==> config.mk <==
export PLATFORM = sky130hd
export DESIGN_NAME = mem_access_ctrl
export DESIGN_NICKNAME = d
export VERILOG_FILES = /design/src/rtl/mem_access_ctrl_pkg.sv /design/src/rtl/mem_addr_check.sv /design/src/rtl/mem_access_ctrl.sv
export SDC_FILE = /design/constraint.sdc
export NUM_CORES = 1
export LEC_CHECK = 0
export BUFFER_PORTS_ARGS = -buffer_cell sky130_fd_sc_hd__buf_4
export CAP_MARGIN = 15
export CELL_PAD_IN_SITES_DETAIL_PLACEMENT = 2
export CELL_PAD_IN_SITES_GLOBAL_PLACEMENT = 2
export CORE_UTILIZATION = 32
export DETAILED_ROUTE_END_ITERATION = 10
export GPL_ROUTABILITY_DRIVEN = 1
export PLACE_DENSITY = 0.88
export SKIP_CTS_REPAIR_TIMING = 1
export SYNTH_ARGS = -nofsm -noshare
export SYNTH_HDL_FRONTEND = slang
export SYNTH_HIERARCHICAL = 1
export SYNTH_SLANG_ARGS = --single-unit
export TNS_END_PERCENT = 50
==> constraint.sdc <==
create_clock -name b -period 4.3 [get_ports b]
set_input_delay 0.86 -clock b [delete_from_list [all_inputs] [get_ports b]]
set_output_delay 0.86 -clock b [all_outputs]
set_load 0.02 [all_outputs]
==> src/rtl/mem_access_ctrl_pkg.sv <==
`default_nettype none
// ============================================================================
// Module   : mem_access_ctrl_pkg
// Purpose  : Shared encodings and defaults for the memory access controller.
// Revision : 1.0 - initial release
// ============================================================================
package mem_access_ctrl_pkg;

    // Default register window: BASE_ADDR .. BASE_ADDR+NUM_REGS-1
    localparam int DEFAULT_BASE_ADDR = 32;
    localparam int DEFAULT_NUM_REGS  = 32;
    localparam int DEFAULT_WIDTH     = 16;

    // Request operation codes
    typedef enum logic [1:0] {
        OP_LOAD  = 2'b00,
        OP_STORE = 2'b01,
        OP_MOVE  = 2'b10,
        OP_RSVD  = 2'b11
    } op_e;

    // Controller FSM states
    typedef enum logic [2:0] {
        ST_IDLE    = 3'd0,
        ST_READ    = 3'd1,
        ST_CAPTURE = 3'd2,
        ST_WRITE   = 3'd3,
        ST_RESP    = 3'd4
    } state_e;

endpackage : mem_access_ctrl_pkg
`default_nettype wire

==> src/rtl/mem_addr_check.sv <==
`default_nettype none
// ============================================================================
// Module   : mem_addr_check
// Purpose  : Flags whether an address falls inside the register window.
// Revision : 1.0 - initial release
// ============================================================================
module mem_addr_check #(
    parameter int BASE_ADDR = 32,
    parameter int NUM_REGS  = 32,
    parameter int WIDTH     = 16
) (
    input  logic [WIDTH-1:0] addr,
    output logic             in_range
);

    // One extra bit so the upper bound cannot wrap when the window ends at 2**WIDTH
    localparam logic [WIDTH:0] LO = (WIDTH+1)'(BASE_ADDR);
    localparam logic [WIDTH:0] HI = (WIDTH+1)'(BASE_ADDR + NUM_REGS);

    assign in_range = ({1'b0, addr} >= LO) && ({1'b0, addr} < HI);

endmodule : mem_addr_check
`default_nettype wire

==> src/rtl/mem_access_ctrl.sv <==
`default_nettype none
// ============================================================================
// Module   : mem_access_ctrl
// Purpose  : Sequences LOAD / STORE / MOVE requests onto a register bank with
//            a one-cycle read latency, and returns a held response.
// Revision : 1.0 - initial release
// ============================================================================
module mem_access_ctrl
    import mem_access_ctrl_pkg::*;
#(
    parameter int BASE_ADDR = DEFAULT_BASE_ADDR,
    parameter int NUM_REGS  = DEFAULT_NUM_REGS,
    parameter int WIDTH     = DEFAULT_WIDTH
) (
    input  logic             b,
    input  logic             reset,
    input  logic             req_valid,
    output logic             req_ready,
    input  logic [1:0]       req_op,
    input  logic [WIDTH-1:0] req_src,
    input  logic [WIDTH-1:0] req_dst,
    input  logic [WIDTH-1:0] req_data,
    output logic             resp_valid,
    input  logic             resp_ready,
    output logic [WIDTH-1:0] resp_data,
    output logic             resp_err,
    output logic             mem_reg_read,
    output logic             mem_reg_write,
    output logic [WIDTH-1:0] read_address1,
    output logic [WIDTH-1:0] write_address,
    output logic [WIDTH-1:0] write_data,
    input  logic [WIDTH-1:0] out_data1
);

    state_e           state;
    op_e              op_q;
    logic [WIDTH-1:0] dst_q;
    logic [WIDTH-1:0] moved_q;

    logic             src_ok;
    logic             dst_ok;
    logic             req_bad;
    op_e              req_op_e;

    mem_addr_check #(
        .BASE_ADDR (BASE_ADDR),
        .NUM_REGS  (NUM_REGS),
        .WIDTH     (WIDTH)
    ) u_src_check (
        .addr      (req_src),
        .in_range  (src_ok)
    );

    mem_addr_check #(
        .BASE_ADDR (BASE_ADDR),
        .NUM_REGS  (NUM_REGS),
        .WIDTH     (WIDTH)
    ) u_dst_check (
        .addr      (req_dst),
        .in_range  (dst_ok)
    );

    assign req_op_e = op_e'(req_op);

    // Only the addresses an operation actually uses are range-checked
    assign req_bad = (req_op_e == OP_RSVD)
                  || ((req_op_e != OP_STORE) && !src_ok)
                  || ((req_op_e != OP_LOAD)  && !dst_ok);

    // Ready follows the IDLE state and drops while reset is held
    assign req_ready = (state == ST_IDLE) && !reset;

    // Main sequencer: strobes are single-cycle pulses, address/data are zero when idle
    always_ff @(posedge b or posedge reset) begin
        if (reset) begin
            state         <= ST_IDLE;
            op_q          <= OP_LOAD;
            dst_q         <= '0;
            moved_q       <= '0;
            mem_reg_read  <= 1'b0;
            mem_reg_write <= 1'b0;
            read_address1 <= '0;
            write_address <= '0;
            write_data    <= '0;
            resp_valid    <= 1'b0;
            resp_data     <= '0;
            resp_err      <= 1'b0;
        end else begin
            mem_reg_read  <= 1'b0;
            mem_reg_write <= 1'b0;
            read_address1 <= '0;
            write_address <= '0;
            write_data    <= '0;

            case (state)
                ST_IDLE: begin
                    if (req_valid) begin
                        op_q  <= req_op_e;
                        dst_q <= req_dst;
                        if (req_bad) begin
                            state      <= ST_RESP;
                            resp_valid <= 1'b1;
                            resp_err   <= 1'b1;
                            resp_data  <= '0;
                        end else if (req_op_e == OP_STORE) begin
                            state         <= ST_WRITE;
                            mem_reg_write <= 1'b1;
                            write_address <= req_dst;
                            write_data    <= req_data;
                        end else begin
                            state         <= ST_READ;
                            mem_reg_read  <= 1'b1;
                            read_address1 <= req_src;
                        end
                    end
                end

                // Bank returns data during the following cycle
                ST_READ: begin
                    state <= ST_CAPTURE;
                end

                ST_CAPTURE: begin
                    if (op_q == OP_MOVE) begin
                        state         <= ST_WRITE;
                        moved_q       <= out_data1;
                        mem_reg_write <= 1'b1;
                        write_address <= dst_q;
                        write_data    <= out_data1;
                    end else begin
                        state      <= ST_RESP;
                        resp_valid <= 1'b1;
                        resp_data  <= out_data1;
                        resp_err   <= 1'b0;
                    end
                end

                ST_WRITE: begin
                    state      <= ST_RESP;
                    resp_valid <= 1'b1;
                    resp_data  <= (op_q == OP_MOVE) ? moved_q : '0;
                    resp_err   <= 1'b0;
                end

                ST_RESP: begin
                    if (resp_ready) begin
                        state      <= ST_IDLE;
                        resp_valid <= 1'b0;
                        resp_data  <= '0;
                        resp_err   <= 1'b0;
                    end
                end

                default: begin
                    state <= ST_IDLE;
                end
            endcase
        end
    end

endmodule : mem_access_ctrl
`default_nettype wire

==> impl_metrics.yaml <==
timing:
  fin_skew_ns: 0.00708
  setup_violations: 0
  hold_violations: 0
  fin_crit_sh_pct: 62.1
  tightest_slew_ns: 1.10
  rsz0062_at_grt: "no"
  fin_setup_tns_ns: 0
  min_period_ns: 2.67
  timing.fmax_mhz: 375
  drv_slew: 0
  slew_headroom_pct: 26.8
floorplan:
  rows: 41
  die_area_sq_um: 13800
  initial_core_util_pct: 33.2
  die_w_microns: 117
  io_pins: 139
  core-area_sq_um: 12800
  fp.dieH_microns: 117
pwr:
  total_leakage_power_nw: 2.97
  p_sw_mw: 0.505
  pwr-share-clk_pct: 39.9
  p_seq_share_pct: 50.6
  p_sw_share_pct: 24.3
  max-vdd-ir-drop_mv: 0.176
  internal_power_mw: 1.58
  power_density_nw_per_um2: 366
  combPwrFrac_pct: 9.4
synthesis:
  synthArstFlopShare_pct: 100
  syn_nets: 399
  synth_top_cell_by_area: "dfrtp_1"
  ys_ff_latch: 105
  yosysMostFrequentCell: "dfrtp_1"
  synth_flop_cell: "dfrtp_1"
  ys_seq_area_share_pct: 61.6
  yosys.area.top_type_share_pct: 61.6
  avgSynthCellArea_sq_um: 13.0
  synthCells: 329
  yosysUniqueCellTypes: 41
  synthTopCellsByArea: "dfrtp_1 62%, mux2_2 6.3%, a22o_1 6.2%, nand2_1 5.0%, a32o_1 3.1%"
  syn_area_sq_um: 4260
  ys_warn_count: 6
  synth_edf_count: 0
  ys_top_cells_by_count: "105 x dfrtp_1, 57 x nand2_1, 30 x a22o_1"
placed_design:
  place_congestion: 0.758
  hpwlAfterDp_microns: 8650
  dp.cells: 618
  io_buffer_count: 138
setup_path:
  cp_max_fo: 18
  crit_arrival_ns: 2.89
  criticalPathCategory: "input pin to flip-flop"
  critical-path-slowest-cell: "mux2_2"
  crit_path_max_incr_delay_ns: 0.42
  start_kind: "input pin"
  crit_required_ns: 4.53
  end_kind: "flip-flop"
  path_cells: "buf_4, nor4b_1, and3_1, and2b_2, o21ai_2, a32oi_4, mux2_2"
  path_buf_inv: 1
  cp_top_family: "simple AND/OR/NAND/NOR gates"
cells_and_area:
  final_cells: 634
  drive_gt1_share_pct: 45.0
  antennaDiodeCount: 0
  area_growth_pct: 33.5
  fillers: 1318
  nets: 527
clock_tree:
  insertion_delay_ns: 0.34
  cts-htree-levels: 3
  clock-sinks: 105
  clk_path_buf_depth: 2
  cts_made_buffers: 9
  clkTransAtPathRegs_ns: 0.07
  cts_tree: "yes"
  cts-root-buf: "clkbuf_16"
global_routing:
  antenna_found_initial: 0
  grt_pass1_wl_microns: 20900
  grt_start_max_net_pins: 68
  grt.total_usage_pct: 19.6
  grt_pass1_vias: 3607
  grt_overflow: 0
drt:
  viasPerCell: 4.99
  wirelength_microns: 12500
  drt_iter0_drc: 150
  dr.pass1.iters: 4
  vias: 3162
  drtAntennaViolNets: 0
  drc_errors: 0
  routedWlPerCell_microns: 19.7
job:
  cap_violations: 0
status:
  status: "finished, final reports clean"
worst_hold_path:
  hold_path_class: "flip-flop to flip-flop"
path summary, 6_finish.rpt:
check | from | to | slack, ns | depth (start not counted)
setup / recovery | req_dst[9] | resp_data[13] | 1.63 | 7
hold / removal | dst_q[6] | dst_q[6] | 0.48 | 2
setup reg to reg | state[0] | resp_data[13] | 1.73 | 4
hold reg to reg | dst_q[6] | dst_q[6] | 0.48 | 2
max in group asynchronous | reset | read_address1[11] | 2.80 | 3
min in group asynchronous | reset | read_address1[2] | 0.70 | 2
layout make-up:
type                            count  area [sq um]  share of cell area, %
Sequential cell                   105          2630                   46.2
Multi-Input combinational cell    195          1470                   25.8
Timing Repair Buffer              142          1070                   18.7
Inverter                            4          17.5                  0.308
Tap cell                          172           215                   3.78
Clock buffer                       10           239                   4.20
Clock inverter                      6          57.6                   1.01
per-layer routing:
| layer | global-route usage, % | share of wire [%] | vias up |
|---|---|---|---|
| met1 | 24.6 | 43 | 1633 |
| li1 | - | - | 1414 |
| met2 | 33.6 | 51 | 104 |
| met3 | 4.43 | 5.1 | 11 |
| met4 | 5.52 | 1.2 | 0 |
| met5 | 0 | 0 | - |
sequential cells by signal (all words and copies together) (netlist names):
name           cells
dst_q             16
moved_q           16
read_address1     16
resp_data         16
write_address     16
write_data        16
state              3
op_q               2
mem_reg_read       1
mem_reg_write      1
resp_err           1
resp_valid         1
layout by cell type (no fill, tap or decap), drive strengths merged:
cell type / n
mux2: 32
and2b: 2
and2: 18
nor3: 3
o22ai: 1
nor2: 3
o2111ai: 1
a32o: 13
and3b: 1
clkinvlp: 1
or2b: 2
or2: 1
buf: 142
nand3: 1
clkinv: 4
nor4b: 2
and3: 5
a32oi: 1
nand2b: 1
o21ai: 3
bufinv: 1
nand3b: 1
clkbuf: 10
o21bai: 2
inv: 4
a22o: 35
nand2: 58
a21oi: 2
o22a: 1
dfrtp: 105
a211oi: 1
nor4: 3
nor2b: 2
worst reg2reg max path: cells and delay by family (launching register included):
family | cells | cell delay [ns]
AO/OA/AOI/OAI | 1 | 0.83
AND/OR/NAND/NOR | 2 | 0.67
flip-flops | 1 | 0.51
multiplexers | 1 | 0.44
power groups by stage:
stage	Clock [mW]	Combinational, mW	Sequential, mW
2_1_floorplan	0	0.106	1.07
3_3_place_gp	0	0.190	1.07
3_5_place_dp	0	0.201	1.07
4_1_cts	0.856	0.201	1.05
5_1_grt	0.898	0.219	1.06
6_report	0.831	0.196	1.05
cells by family after synthesis:
logic type             share of synthesized area, %
DFF                                            61.6
and+or+nand+nor                                12.4
AOI/OAI and AO/OA                              12.9
muxes                                          9.16
buffers and inverters                          3.96
metrics by stage:
step	setup WS (ns)	utilization [%]	hold slack [ns]	cell area [sq um]	power, mW
after floorplan	0.679	-	0.446	4260	1.17
after global placement	1.38	42.1	0.458	5390	1.26
after detailed placement	1.31	42.1	0.469	5390	1.28
after CTS	1.64	44.4	0.490	5690	2.11
after global routing	1.51	44.4	0.513	5690	2.18
final	1.63	44.4	0.484	5690	2.08
Power figures use the tool's default switching activity.
